File: src/rtl/vga_pkg.sv
// Shared VGA timing constants and coordinate type for the 640x480@60 raster path.
package vga_pkg;
   typedef logic [9:0] coord_t;

   localparam int H_VISIBLE_DEF = 640;
   localparam int H_FRONT_DEF   = 16;
   localparam int H_SYNC_DEF    = 96;
   localparam int H_BACK_DEF    = 48;
   localparam int V_VISIBLE_DEF = 480;
   localparam int V_FRONT_DEF   = 10;
   localparam int V_SYNC_DEF    = 2;
   localparam int V_BACK_DEF    = 33;

   localparam int H_TOTAL_DEF = H_VISIBLE_DEF + H_FRONT_DEF + H_SYNC_DEF + H_BACK_DEF;
   localparam int V_TOTAL_DEF = V_VISIBLE_DEF + V_FRONT_DEF + V_SYNC_DEF + V_BACK_DEF;

   // Coordinates are 10 bits wide, so neither axis may exceed this many positions.
   localparam int COORD_LIMIT = 1024;
endpackage

File: src/rtl/vga_axis_counter.sv
// Wrap counter 0..MAX with enable; resets to MAX so the first enabled edge lands on 0.
// Exposes the next count combinationally so callers can register decodes in step with it.
import vga_pkg::*;

module vga_axis_counter #(
   parameter int unsigned MAX = 799
) (
   input  logic   vga_clk,
   input  logic   reset_n,
   input  logic   en,
   output coord_t cnt,
   output coord_t cnt_n,
   output logic   wrap
);
   localparam coord_t MAX_C = coord_t'(MAX);

   always_comb begin
      wrap  = en && (cnt == MAX_C);
      cnt_n = cnt;
      if (en) cnt_n = wrap ? '0 : cnt + coord_t'(1);
   end

   always_ff @(posedge vga_clk) begin
      if (!reset_n) cnt <= MAX_C;
      else          cnt <= cnt_n;
   end
endmodule

File: src/rtl/vga_timing_gen.sv
// VGA raster timing: DrawX/DrawY counters plus decodes, all registered and cycle-aligned; no backpressure.
// Optional VGA_FRAME_CNT_EN adds a 16-bit frame_count that reads 0 during the first frame after reset.
import vga_pkg::*;

module vga_timing_gen #(
   parameter int   H_VISIBLE   = H_VISIBLE_DEF,
   parameter int   H_FRONT     = H_FRONT_DEF,
   parameter int   H_SYNC      = H_SYNC_DEF,
   parameter int   H_BACK      = H_BACK_DEF,
   parameter int   V_VISIBLE   = V_VISIBLE_DEF,
   parameter int   V_FRONT     = V_FRONT_DEF,
   parameter int   V_SYNC      = V_SYNC_DEF,
   parameter int   V_BACK      = V_BACK_DEF,
   parameter logic SYNC_ACTIVE = 1'b0
) (
   input  logic       vga_clk,
   input  logic       reset_n,
   output logic [9:0] DrawX,
   output logic [9:0] DrawY,
   output logic       blank,
   output logic       hsync,
   output logic       vsync,
   output logic       frame_start,
   output logic       line_end
`ifdef VGA_FRAME_CNT_EN
   ,output logic [15:0] frame_count
`endif
);
   localparam int H_TOTAL = H_VISIBLE + H_FRONT + H_SYNC + H_BACK;
   localparam int V_TOTAL = V_VISIBLE + V_FRONT + V_SYNC + V_BACK;

   if (H_TOTAL > COORD_LIMIT || V_TOTAL > COORD_LIMIT) begin : g_bad_timing
      $fatal(1, "vga_timing_gen: H_TOTAL/V_TOTAL exceed the 10-bit coordinate range");
   end

   localparam coord_t H_VIS_C  = coord_t'(H_VISIBLE);
   localparam coord_t V_VIS_C  = coord_t'(V_VISIBLE);
   localparam coord_t HS_BEG_C = coord_t'(H_VISIBLE + H_FRONT);
   localparam coord_t HS_END_C = coord_t'(H_VISIBLE + H_FRONT + H_SYNC);
   localparam coord_t VS_BEG_C = coord_t'(V_VISIBLE + V_FRONT);
   localparam coord_t VS_END_C = coord_t'(V_VISIBLE + V_FRONT + V_SYNC);
   localparam coord_t H_LAST_C = coord_t'(H_TOTAL - 1);

   coord_t hc, vc, hc_n, vc_n;
   logic   h_wrap, v_wrap;

   vga_axis_counter #(.MAX(H_TOTAL - 1)) u_hcnt (
      .vga_clk (vga_clk),
      .reset_n (reset_n),
      .en      (1'b1),
      .cnt     (hc),
      .cnt_n   (hc_n),
      .wrap    (h_wrap)
   );

   vga_axis_counter #(.MAX(V_TOTAL - 1)) u_vcnt (
      .vga_clk (vga_clk),
      .reset_n (reset_n),
      .en      (h_wrap),
      .cnt     (vc),
      .cnt_n   (vc_n),
      .wrap    (v_wrap)
   );

   assign DrawX = hc;
   assign DrawY = vc;

   // Decodes use the next coordinates so the registered outputs describe the same pixel as DrawX/DrawY.
   always_ff @(posedge vga_clk) begin
      if (!reset_n) begin
         blank       <= 1'b0;
         hsync       <= ~SYNC_ACTIVE;
         vsync       <= ~SYNC_ACTIVE;
         frame_start <= 1'b0;
         line_end    <= 1'b1;
      end else begin
         blank       <= (hc_n < H_VIS_C) && (vc_n < V_VIS_C);
         hsync       <= ((hc_n >= HS_BEG_C) && (hc_n < HS_END_C)) ? SYNC_ACTIVE : ~SYNC_ACTIVE;
         vsync       <= ((vc_n >= VS_BEG_C) && (vc_n < VS_END_C)) ? SYNC_ACTIVE : ~SYNC_ACTIVE;
         frame_start <= v_wrap;
         line_end    <= (hc_n == H_LAST_C);
      end
   end

`ifdef VGA_FRAME_CNT_EN
   always_ff @(posedge vga_clk) begin
      if (!reset_n)    frame_count <= 16'hFFFF;
      else if (v_wrap) frame_count <= frame_count + 16'd1;
   end
`endif
endmodule

File: config.mk
export PLATFORM = sky130hd
export DESIGN_NAME = vga_timing_gen
export DESIGN_NICKNAME = d
export VERILOG_FILES = /design/src/rtl/vga_pkg.sv /design/src/rtl/vga_axis_counter.sv /design/src/rtl/vga_timing_gen.sv
export SDC_FILE = /design/constraint.sdc
export NUM_CORES = 1
export LEC_CHECK = 0
export ABC_CLOCK_PERIOD_IN_PS = 3120
export BUFFER_PORTS_ARGS = -buffer_cell sky130_fd_sc_hd__buf_2
export CAP_MARGIN = 20
export CELL_PAD_IN_SITES_DETAIL_PLACEMENT = 1
export CELL_PAD_IN_SITES_GLOBAL_PLACEMENT = 1
export CORE_AREA = 2 2 87 47
export CTS_CLUSTER_SIZE = 28
export DETAILED_ROUTE_END_ITERATION = 8
export DIE_AREA = 0 0 89 49
export GPL_TIMING_DRIVEN = 1
export PLACE_DENSITY_LB_ADDON = 0.1
export SETUP_SLACK_MARGIN = 0.5
export SLEW_MARGIN = 15
export SYNTH_ARGS = -nofsm -noshare
export SYNTH_HDL_FRONTEND = slang
export SYNTH_HIERARCHICAL = 1
export SYNTH_SLANG_ARGS = --single-unit
File: constraint.sdc
create_clock -name vga_clk -period 3.12 [get_ports vga_clk]
set_clock_uncertainty 0.2 [all_clocks]
set_input_delay 0.624 -clock vga_clk [delete_from_list [all_inputs] [get_ports vga_clk]]
set_output_delay 0.624 -clock vga_clk [all_outputs]
set_load 0.02 [all_outputs]
# After elaboration in Yosys (flattened, before gate mapping)
# Cells that the tools add are included.
[word_totals]
output_inout_bits = 25
wordCells = 27
in_bits = 2
register_bits = 25
[classes]
addsub = 2
n_reduce_logical = 4
n_mux = 5
n_lt_le_gt_ge = 6
n_eq_ne = 3
[op_table]
columns = ["cell", "n"]
rows = [
  ["$eq 10x10->1 const B", 3],
  ["$mux 10", 3],
  ["$add 10x1->10 const B", 2],
  ["$lt 10x10->1 const B", 2],
  ["$lt 10x9->1 const B", 2],
  ["$ge 10x10->1 const B", 1],
  ["$ge 10x9->1 const B", 1],
  ["$logic_and 1x1->1", 4],
  ["$mux 1", 2],
]

# Logic depth before layout (Yosys ltp)
# Gate-level depths: netlist of run 1.
[depth]
depth_word = 7
depth_mapped = 10
depth_no_buf = 8

# Hierarchy
# Netlist of run 1, hierarchy kept.
[by_module_without_submodules]
columns = ["module", "seq_area_each_um2", "instances", "cells_per_inst", "area_each_um2"]
rows = [
  ["vga_axis_counter (u_vcnt)", 200.2, 1, 73, 638.1],
  ["vga_axis_counter (u_hcnt)", 200.2, 1, 63, 546.8],
  ["vga_timing_gen", 100.1, 1, 20, 212.7],
]

# Least setup slack after synthesis of run 1
# OpenSTA, ideal clock, no wires.
[synth_timing]
path_kind = "reg2reg"
startpoint = "register u_hcnt.cnt[0]"
endpoint = "register vsync"
stages_incl_launch_ff = 11
path_slack_ns = 0.421
arrival_time_ns = 2.369
n_path_buf = 2
setup_ns = 0.130
required_time_ns = 2.790
synth_period_minus_slack_ns = 2.699
path_cell_list = "dfxtp_1 > ha_1 > nand4_1 > nor3_2 > buf_2 > nand3_1 > nor3_4 > buf_6 > nor3_1 > nor4bb_1 > nand4bb_1"
[synth_between]
elab_chain_cells = 7
elab_cells_between_ends = 8
classes_between = "order compare (2); eq/ne (1); mux (3); reduce/logical (2)"
[synth_rtl]
columns = ["item", "line_no", "source"]
rows = [
  ["from (decl)", "vga_axis_counter.sv:11", "output coord_t cnt,"],
  ["from (signal assigned)", "vga_axis_counter.sv:25", "else cnt <= cnt_n;"],
  ["$eq 10x10->1 *", "vga_axis_counter.sv:18", "wrap = en && (cnt == MAX_C);"],
  ["via h_wrap", "vga_timing_gen.sv:45", "logic h_wrap, v_wrap;"],
  ["$logic_and 1x1->1", "vga_axis_counter.sv:18", ""],
  ["$mux 10", "vga_axis_counter.sv:20", "if (en) cnt_n = wrap ? '0 : cnt + coord_t'(1);"],
  ["$mux 10 *", "vga_axis_counter.sv:20", ""],
  ["via vc_n[9]", "vga_timing_gen.sv:44", "coord_t hc, vc, hc_n, vc_n;"],
  ["$ge 10x9->1 / $lt 10x9->1 (equally long branches)", "vga_timing_gen.sv:79", "vsync <= ((vc_n >= VS_BEG_C) && (vc_n < VS_END_C)) ? SYNC_ACTIVE : ~SYNC_ACTIVE;"],
  ["$logic_and 1x1->1 *", "vga_timing_gen.sv:79", ""],
  ["$mux 1 *", "vga_timing_gen.sv:79", ""],
  ["to (signal assigned)", "vga_timing_gen.sv:73", "vsync <= ~SYNC_ACTIVE;"],
  ["to (signal assigned)", "vga_timing_gen.sv:79", ""],
  ["to (decl)", "vga_timing_gen.sv:22", "output logic vsync,"],
]
# The timed path passes the listed nets; every way through them passes the cells marked *.
# A chain may end at the register's enable or synchronous reset.

# Worst setup path after layout of run 1
[layout_timing]
startpoint = "register u_hcnt.cnt[0]"
endpoint = "register blank"
[layout_between]
elab_chain_cells = 6
elab_cells_between_ends = 9
classes_between = "add/sub (1); order compare (2); eq/ne (1); mux (3); reduce/logical (2)"
[layout_rtl]
columns = ["item", "line_no", "source"]
rows = [
  ["$eq 10x10->1 *", "vga_axis_counter.sv:18", ""],
  ["via h_wrap", "vga_timing_gen.sv:45", ""],
  ["$logic_and 1x1->1", "vga_axis_counter.sv:18", ""],
  ["$mux 10", "vga_axis_counter.sv:20", ""],
  ["$mux 10 *", "vga_axis_counter.sv:20", ""],
  ["via vc_n[8]", "vga_timing_gen.sv:44", ""],
  ["$lt 10x9->1 *", "vga_timing_gen.sv:77", "blank <= (hc_n < H_VIS_C) && (vc_n < V_VIS_C);"],
  ["$logic_and 1x1->1 *", "vga_timing_gen.sv:77", ""],
  ["to (signal assigned)", "vga_timing_gen.sv:77", ""],
  ["to (decl)", "vga_timing_gen.sv:20", "output logic blank,"],
]
# Marked as above.

==> run summary, run 1 <==
Syn. warnings -> 6
hpwl dp -> 3.15 mm
first-pass GRT wire length -> 6.64 mm
Fmax -> 390 MHz
status -> completed
P_leak -> 0.750 nW
# IOs -> 27
Seq pwr share -> 42.1%
Hold Path Depth -> 2
Clock power frac -> 21.8%
Hold Slack -> 405 ps
n_diodes -> 0
clk sinks -> 25
flop-to-flop setup slack -> 560 ps
CP Launch Type -> flip-flop
most used cell, CP -> nand4_1
CP max stage cell -> or4_4
Hold Violations, Final -> 0
vias in the first global route -> 1294
cell internal power dissipation -> 0.000574 W
die area -> 0.00436 mm^2
Sw Share -> 38.9%
peak supply drop -> 0.204 mV
CP peak stage delay -> 590 ps
Mapped Area -> 0.00139 mm^2
Critical Path End Type -> flip-flop
minimum clock period after layout -> 2560 ps
fin. max-slew vios -> 0
r2r endpoint -> blank$_SDFF_PN0_
Synth Instances -> 154
Core ar. -> 0.00368 mm^2
largest net degree at the start of global routing -> 24
GP Congestion -> 0.822
Initial Utilization -> 37.6%
HP Class -> flip-flop to flip-flop
Num CTS Buffers -> 3
global route overflow -> 0
DRT antenna net count -> 0
register area -> 508 um^2
Layout area overhead -> 29.5%
initial antenna violation count -> 0
hold endpoint -> u_vcnt/cnt[7]$_SDFF_PN0_
H-tree depth -> 1
share of layout cells above drive strength 1 -> 33.0%
CP required -> 3100 ps
nets@finish -> 209
DRC -> 0
worst-path fanout max -> 7
CTS root buf -> clkbuf_8
Vias/cell -> 5.33
final setup violation count -> 0
pwr/cell area -> 524 mW/mm^2
setup TNS -> 0 ps
CTS tree -> done
via count -> 1370
max-cap viol count -> 0
r2r startpoint -> u_hcnt/cnt[0]$_SDFF_PN1_
placed cells -> 240
drt total wl -> 4.40 mm
Die Ht -> 49 um
Tot GR Track Use -> 19.9%
Final period util -> 82.1%
area of the multi-input gates -> 900 um^2
most common cell after layout, fill and taps aside -> buf_2
Clock Path Buffers -> 2
1st-iter DRT viols -> 66
row count -> 16
wire per inst -> 17.1 um
Post-CTS Hold Fix Bufs -> 0
Comb pwr share -> 36.1%
CP cell instances -> ha_4, nand4_1, nor3_4, buf_6, nand4_4, or4_4, nand2_2, nand4_1, and4b_1
R2R cell count -> 9
port buffer count -> 26
crit path kind -> flip-flop to flip-flop
filler instances -> 463
non-filler instance count after layout -> 257
Chip Width -> 89 um
Pre-Repair DR Iteration Count -> 4
Hold Startpoint -> u_vcnt/cnt[7]$_SDFF_PN0_
Worst EP arrival -> 2540 ps
most frequent cells in the layout -> 27 x buf_2, 23 x dfxtp_1, 16 x nand2_1, 13 x buf_4
Mapped Avg Cell Area -> 8.99 um^2
Worst-Skew Late Latency -> 280 ps
RSZ-0062 raised after global routing -> no
P_sw -> 0.000366 W
CTS clk-pin slew, worst paths -> 100 ps
how the worst max path moves through the flow:
| stage | startpoint | to | cells past startpoint | slack, ps |
|---|---|---|---|---|
| global route | u_hcnt/cnt[0]$_SDFF_PN1_ | blank$_SDFF_PN0_ | 9 | 450 |
| detailed placement | u_hcnt/cnt[0]$_SDFF_PN1_ | blank$_SDFF_PN0_ | 9 | 230 |
| CTS | u_hcnt/cnt[0]$_SDFF_PN1_ | blank$_SDFF_PN0_ | 9 | 500 |
| finish | u_hcnt/cnt[0]$_SDFF_PN1_ | blank$_SDFF_PN0_ | 9 | 560 |
| global placement | u_hcnt/cnt[0]$_SDFF_PN1_ | blank$_SDFF_PN0_ | 9 | 360 |
| floorplan | u_hcnt/cnt[0]$_SDFF_PN1_ | vsync$_SDFF_PN1_ | 10 | 540 |
timing repair:
item / 4_1_cts / 5_1_grt
endpoints found under the setup margin: 2 / 2
resized for setup: 2 / 7
pin swaps: 1 / 5
buffers inserted: 1 / 11
gates cloned: 0 / 1
stage by stage:
step                utilization [%]  cell area, um^2  setup WS (ps)  total power, W
floorplan                         -             1410            543        0.000607
global placement               43.6             1610            362        0.000683
detailed placement             43.6             1610            231        0.000695
CTS                            45.5             1680            503        0.000910
global route                   48.7             1790            454        0.000994
finish                         48.7             1790            559        0.000941
sequential cells by signal, indices dropped and copies added, names as in the netlist:
name and cells:
u_hcnt/cnt 10, vsync 1, blank 1, hsync 1, u_vcnt/cnt 10, frame_start 1
line_end 1
metal layers:
| layer | GRT usage [%] | part of all wire [%] |
|---|---|---|
| met1 | 31.5 | 51 |
| met4 | 2.99 | 0 |
| met5 | 0 | 0 |
| met2 | 28.4 | 44 |
| met3 | 3.72 | 5.5 |
cell type report:
type / count / share of cell area [%]
Clock buffer: 3 / 2.30
Clock inverter: 1 / 0.418
Inverter: 7 / 1.46
Multi-Input combinational cell: 126 / 50.1
Sequential cell: 25 / 28.3
Tap cell: 54 / 3.77
Timing Repair Buffer: 41 / 13.6
power by group through the flow:
stage	clock network, W	logic, W	registers [W]
after floorplan	0	0.000180	0.000427
after global placement	0	0.000285	0.000398
after detailed placement	0	0.000294	0.000401
after CTS	0.000215	0.000300	0.000396
after global routing	0.000221	0.000371	0.000402
final	0.000205	0.000339	0.000396
critical path, delay by kind of cell, from the launching register on:
family	cells	cell delay, ps
simple gates	7	1600
flops	1	380
buf+inv	1	170
fa+ha+maj	1	130
(Power assumes the default switching activity.)
==> inputs of run 2 (changes only) <==
--- a/config.mk
+++ b/config.mk
@@ -5,7 +5,7 @@
 export SDC_FILE = /design/constraint.sdc
 export NUM_CORES = 1
 export LEC_CHECK = 0
-export ABC_CLOCK_PERIOD_IN_PS = 3120
+export ABC_CLOCK_PERIOD_IN_PS = 2400
 export BUFFER_PORTS_ARGS = -buffer_cell sky130_fd_sc_hd__buf_2
 export CAP_MARGIN = 20
 export CELL_PAD_IN_SITES_DETAIL_PLACEMENT = 1
==> constraint.sdc (replaced) <==
create_clock -name vga_clk -period 2.4 [get_ports vga_clk]
set_clock_uncertainty 0.2 [all_clocks]
set_input_delay 0.48 -clock vga_clk [delete_from_list [all_inputs] [get_ports vga_clk]]
set_output_delay 0.48 -clock vga_clk [all_outputs]
set_load 0.02 [all_outputs]
==> run 2 against run 1 <==
  * Flip-flop and latch count unchanged
  * Critical path depth increased by 1
  * Total power up 50%
  * First-iteration DRC count up 82%
  * The flow now finishes with violations (negative setup slack)
  * Highest routed layer is now met4
  * Register-to-register slack got worse by 630 ps
==> run summary, run 2 (synthesized netlist as in run 1, its figures left out) <==
Layout area overhead -> 58.4% (was 29.5%)
Final period util -> 103% (was 82.1%)
Hold Path Depth -> 2 (unchanged)
port buffer count -> 26 (unchanged)
initial antenna violation count -> 0 (unchanged)
CTS tree -> done (unchanged)
clk sinks -> 25 (unchanged)
status -> finished with violations (was completed)
drt total wl -> 5.67 mm (was 4.40 mm)
Initial Utilization -> 37.6% (unchanged)
n_diodes -> 0 (unchanged)
hpwl dp -> 3.45 mm (was 3.15 mm)
filler instances -> 442 (was 463)
crit path kind -> flip-flop to flip-flop (unchanged)
failing checks -> negative setup slack
Hold Startpoint -> u_vcnt/cnt[1]$_SDFF_PN0_ (was u_vcnt/cnt[7]$_SDFF_PN0_)
first-pass GRT wire length -> 7.67 mm (was 6.64 mm)
largest net degree at the start of global routing -> 19 (was 24)
final setup violation count -> 2 (was 0)
CP Launch Type -> flip-flop (unchanged)
minimum clock period after layout -> 2470 ps (was 2560 ps)
CTS clk-pin slew, worst paths -> 90 ps (was 100 ps)
biggest registers after layout -> u_hcnt/cnt (10), u_vcnt/cnt (10) (unchanged)
Clock Path Buffers -> 2 (unchanged)
most frequent cells in the layout -> 26 x buf_2, 19 x buf_4, 17 x dfxtp_1, 16 x buf_6, 14 x nand2_1 (was 27 x buf_2, 23 x dfxtp_1, 16 x nand2_1, 13 x buf_4)
Worst-Skew Late Latency -> 280 ps (about the same)
vias in the first global route -> 1443 (was 1294)
Post-DP Area -> 0.00173 mm^2 (was 0.00161 mm^2)
CP required -> 2370 ps (was 3100 ps)
die area -> 0.00436 mm^2 (unchanged)
area of the multi-input gates -> 0.00107 mm^2 (was 900 um^2)
wire per inst -> 20.4 um (was 17.1 um)
worst-path fanout max -> 3 (was 7)
1st-iter DRT viols -> 120 (was 66)
Post-CTS Hold Fix Bufs -> 0 (unchanged)
fin area -> 0.00219 mm^2 (was 0.00179 mm^2)
Pwr Total -> 0.00141 W (was 0.000941 W)
global route overflow -> 0 (unchanged)
Chip Width -> 89 um (unchanged)
Pre-Repair DR Iteration Count -> 4 (unchanged)
# IOs -> 27 (unchanged)
Worst EP arrival -> 2450 ps (was 2540 ps)
Fmax -> 404 MHz (was 390 MHz)
pwr/cell area -> 643 mW/mm^2 (was 524 mW/mm^2)
via count -> 1545 (was 1370)
Tot GR Track Use -> 23.5% (was 19.9%)
H-tree depth -> 1 (unchanged)
register area -> 515 um^2 (was 508 um^2)
DRC -> 0 (unchanged)
placed cells -> 253 (was 240)
Num CTS Buffers -> 3 (unchanged)
Hold Violations, Final -> 0 (unchanged)
fin. max-slew vios -> 0 (unchanged)
CTS root buf -> clkbuf_8 (unchanged)
R2R cell count -> 10 (was 9)
Core ar. -> 0.00368 mm^2 (unchanged)
P_leak -> 0.914 nW (was 0.750 nW)
setup ws final -> -73.3 ps (was 559 ps)
max-cap viol count -> 0 (unchanged)
HP Class -> flip-flop to flip-flop (unchanged)
Post-Route Utilization -> 59.5% (was 48.7%)
Critical Path End Type -> flip-flop (unchanged)
non-filler instance count after layout -> 278 (was 257)
share of layout cells above drive strength 1 -> 52.7% (was 33.0%)
Crit. Startpoint -> u_hcnt/cnt[0]$_SDFF_PN1_ (unchanged)
most common cell after layout, fill and taps aside -> buf_2 (unchanged)
nets@finish -> 230 (was 209)
peak supply drop -> 0.307 mV (was 0.204 mV)
RSZ-0062 raised after global routing -> yes (was no)
GP Congestion -> 0.864 (was 0.822)
Vias/cell -> 5.56 (was 5.33)
row count -> 16 (unchanged)
r2r startpoint -> u_hcnt/cnt[0]$_SDFF_PN1_ (unchanged)
Die Ht -> 49 um (unchanged)
DRT antenna net count -> 0 (unchanged)
Hold Slack -> 377 ps (was 405 ps)
run 2: worst max-delay path, stage by stage, from the launching register on:
cell and delay (ps):
dfxtp_2 360, ha_4 130, nand4_1 110, nor3_2 250, buf_4 170, nand4_4 100
buf_6 160, or3_4 350, nand2_1 100, nand4_1 170, and4b_1 260
run 2: area by class of cell:
| type | count | area share (%) |
|---|---|---|
| well taps | 54 | 3.08 |
| repair buffers | 62 | 21.3 |
| clock buffers | 3 | 1.88 |
| inverters | 7 | 1.20 |
| multi-input cells | 126 | 48.8 |
| clock inverters | 1 | 0.228 |
| flip-flops and latches | 25 | 23.5 |
run 2: final timing paths:
path | end | slack (ps)
hold / removal | u_vcnt/cnt[1]$_SDFF_PN0_ | 380
setup reg to reg | blank$_SDFF_PN0_ | -70
hold reg to reg | u_vcnt/cnt[1]$_SDFF_PN0_ | 380
setup / recovery | blank$_SDFF_PN0_ | -70
run 2: what timing repair did:
action | in CTS | in global routing
setup buffers | 8 | 13
resized for setup | 14 | 45
endpoints found under the setup margin | 14 | 15
pin swaps | 13 | 18
run 2: through the flow:
stage | setup WS [ps] | setup TNS, ps
CTS | 77.3 | 0
global route | -142 | -281
global placement | 99.3 | 0
detailed placement | -30.4 | -50.2
finish | -73.3 | -131
floorplan | 69.3 | 0
run 2: per-layer routing:
layer / global-route usage [%] / vias up / share of wire, %
met4: 8.21 / 0 / 2.6
met2: 31.6 / 57 / 45
li1: - / 714 / -
met1: 36.1 / 759 / 47
met5: 0 / - / 0
met3: 5.41 / 15 / 6.2
run 2: power breakdown:
group	leakage [nW]	total, W	switching (W)	internal, W
combinational	0.686	0.000624	0.000344	0.000281
clock	0.0255	0.000266	0.000149	0.000117
sequential	0.203	0.000521	0.0000610	0.000460
==> inputs of run 3 (changes only) <==
--- a/config.mk
+++ b/config.mk
@@ -16,6 +16,7 @@
 export DIE_AREA = 0 0 89 49
 export GPL_TIMING_DRIVEN = 1
 export PLACE_DENSITY_LB_ADDON = 0.1
+export RECOVER_POWER = 50
 export SETUP_SLACK_MARGIN = 0.5
 export SLEW_MARGIN = 15
 export SYNTH_ARGS = -nofsm -noshare
==> run 3 against run 2 <==
  * The run still ends with negative setup slack left
  * Non-clock buffer count unchanged
  * Hold slack barely moved
  * Flip-flop and latch count unchanged
  * Critical path depth unchanged
  * Count of clock-buffer cells in the layout unchanged
  * Sequential power hardly changed
  * Fmax increased by 0.55%
  * Total power hardly changed
  * Clock power about the same
  * Cell count is the same
  * Critical path type unchanged
  * Critical endpoint unchanged
==> run summary, run 3 (synthesized netlist as in run 1, its figures left out) <==
filler instances -> 444 (was 442)
R2R cell count -> 10 (unchanged)
Hold Violations, Final -> 0 (unchanged)
via count -> 1543 (was 1545)
Core ar. -> 0.00368 mm^2 (unchanged)
setup ws final -> -59.8 ps (was -73.3 ps)
max-cap viol count -> 0 (unchanged)
worst-path fanout max -> 3 (unchanged)
vias in the first global route -> 1443 (unchanged)
flop-to-flop setup slack -> -60 ps (was -70 ps)
Critical Path End Type -> flip-flop (unchanged)
port buffer count -> 26 (unchanged)
Sw Share -> 39.4% (was 39.2%)
dpl ws -> -30.4 ps (unchanged)
P_sw -> 0.000556 W (was 0.000554 W)
worst path bufs/invs -> 2 (unchanged)
Worst-Skew Late Latency -> 280 ps (about the same)
DRT antenna net count -> 0 (unchanged)
Vias/cell -> 5.55 (was 5.56)
largest net degree at the start of global routing -> 19 (unchanged)
Comb pwr share -> 44.1% (was 44.2%)
HP Class -> flip-flop to flip-flop (unchanged)
Fmax -> 407 MHz (was 404 MHz)
CP cell instances -> ha_4, nand4_1, nor3_2, buf_4, nand4_4, buf_6, or3_4, nand2_1, nand4_1, and4b_1 (unchanged)
most used cell, CP -> nand4_1 (unchanged)
global route overflow -> 0 (unchanged)
pwr/cell area -> 646 mW/mm^2 (was 643 mW/mm^2)
GP Congestion -> 0.864 (unchanged)
Initial Utilization -> 37.6% (unchanged)
r2r endpoint -> blank$_SDFF_PN0_ (unchanged)
# IOs -> 27 (unchanged)
Clock Path Buffers -> 2 (unchanged)
Tot GR Track Use -> 23.5% (unchanged)
CP Launch Type -> flip-flop (unchanged)
clk sinks -> 25 (unchanged)
area of the multi-input gates -> 0.00107 mm^2 (unchanged)
failing checks -> negative setup slack (unchanged)
Pre-Repair DR Iteration Count -> 4 (unchanged)
Post-CTS Hold Fix Bufs -> 0 (unchanged)
fin area -> 0.00219 mm^2 (about the same)
CTS root buf -> clkbuf_8 (unchanged)
row count -> 16 (unchanged)
CP peak stage delay -> 360 ps (about the same)
share of layout cells above drive strength 1 -> 50.0% (was 52.7%)
Clock power frac -> 19.0% (was 18.8%)
hold endpoint -> u_vcnt/cnt[1]$_SDFF_PN0_ (unchanged)
CP max stage cell -> dfxtp_2 (unchanged)
peak supply drop -> 0.307 mV (about the same)
biggest registers after layout -> u_hcnt/cnt (10), u_vcnt/cnt (10) (unchanged)
r2r startpoint -> u_hcnt/cnt[0]$_SDFF_PN1_ (unchanged)
Post-DP Area -> 0.00173 mm^2 (unchanged)
final setup violation count -> 2 (unchanged)
most common cell after layout, fill and taps aside -> buf_2 (unchanged)
n_diodes -> 0 (unchanged)
Slew @ Worst Pin -> 1010 ps
1st-iter DRT viols -> 120 (unchanged)
Hold Startpoint -> u_vcnt/cnt[1]$_SDFF_PN0_ (unchanged)
Post-Route Utilization -> 59.3% (was 59.5%)
CTS tree -> done (unchanged)
drt total wl -> 5.63 mm (was 5.67 mm)
cell internal power dissipation -> 0.000856 W (was 0.000857 W)
wire per inst -> 20.3 um (was 20.4 um)
Layout area overhead -> 57.8% (was 58.4%)
Hold Slack -> 377 ps (about the same)
status -> finished with violations (unchanged)
Num CTS Buffers -> 3 (unchanged)
Worst EP arrival -> 2430 ps (was 2450 ps)
nets@finish -> 230 (unchanged)
crit path kind -> flip-flop to flip-flop (unchanged)
P_leak -> 0.898 nW (was 0.914 nW)
Hold Path Depth -> 2 (unchanged)
Die Ht -> 49 um (unchanged)
Slew Limit Headroom -> 32.4%
most frequent cells in the layout -> 20 x buf_2, 19 x buf_4, 17 x dfxtp_1, 16 x buf_6, 14 x nand2_1 (was 26 x buf_2, 19 x buf_4, 17 x dfxtp_1, 16 x buf_6, 14 x nand2_1)
minimum clock period after layout -> 2460 ps (was 2470 ps)
DRC -> 0 (unchanged)
Seq pwr share -> 36.9% (about the same)
CTS clk-pin slew, worst paths -> 100 ps (was 90 ps)
die area -> 0.00436 mm^2 (unchanged)
H-tree depth -> 1 (unchanged)
RSZ-0062 raised after global routing -> yes (unchanged)
CP required -> 2370 ps (about the same)
first-pass GRT wire length -> 7.67 mm (unchanged)
Pwr Total -> 0.00141 W (about the same)
cell family with most CP delay -> simple AND/OR/NAND/NOR gates (unchanged)
fin. max-slew vios -> 0 (unchanged)
Final period util -> 102% (was 103%)
register area -> 515 um^2 (unchanged)
initial antenna violation count -> 0 (unchanged)
hpwl dp -> 3.45 mm (unchanged)
Chip Width -> 89 um (unchanged)
-- run 3: cell count changes in the layout (fill, tap and decap cells not counted), sizes merged --
cell	change
buf	-6
clkbuf	+6
-- run 3: final cells by class --
cell class | instances | area share [%]
clock inverters | 1 | 0.229
inverters | 7 | 1.20
multi-input cells | 126 | 48.9
repair buffers | 62 | 21.1
well taps | 54 | 3.09
flip-flops and latches | 25 | 23.6
clock buffers | 3 | 1.89
-- run 3: power by group through the flow --
stage	sequential, W	combinational, W	clock (W)
final	0.000521	0.000623	0.000268
after global routing	0.000529	0.000662	0.000289
after CTS	0.000515	0.000472	0.000269
after detailed placement	0.000518	0.000436	0
after global placement	0.000516	0.000423	0
after floorplan	0.000563	0.000243	0
-- run 3: routing by layer --
metal  share of wire (%)  vias to the layer above  track usage (%)
met3                 6.5                       15             5.41
li1                    -                      712                -
met2                  44                       68             31.6
met1                  46                      748             36.1
met4                 2.6                        0             8.21
met5                   0                        -                0
-- run 3: what timing repair did --
action,CTS,global route
pin swaps,13,18
setup endpoints to repair,14,15
gates resized for setup,14,45
setup buffers,8,13
-- run 3: worst max-delay path by stage --
stage | startpoint | to | slack, ps | cells after the start
6_report | u_hcnt/cnt[0]$_SDFF_PN1_ | blank$_SDFF_PN0_ | -60 | 10
5_1_grt | u_hcnt/cnt[0]$_SDFF_PN1_ | vsync$_SDFF_PN1_ | -140 | 9
4_1_cts | u_hcnt/cnt[1]$_SDFF_PN1_ | vsync$_SDFF_PN1_ | 80 | 9
3_5_place_dp | u_hcnt/cnt[0]$_SDFF_PN1_ | vsync$_SDFF_PN1_ | -30 | 9
3_3_place_gp | u_hcnt/cnt[0]$_SDFF_PN1_ | vsync$_SDFF_PN1_ | 100 | 9
2_1_floorplan | u_hcnt/cnt[2]$_SDFF_PN1_ | blank$_SDFF_PN0_ | 70 | 8
-- run 3: tightest hold or removal path, cell delays in order, from the launching register on --
cell     delay [ps]
dfxtp_1         320
inv_1           110
o32ai_2         100
-- run 3: metrics by stage --
| step | TNS (ps) | instances |
|---|---|---|
| after global placement | 0 | 253 |
| final | -101 | 278 |
| after floorplan | 0 | 161 |
| after global routing | -282 | 278 |
| after CTS | 0 | 265 |
| after detailed placement | -50.2 | 253 |
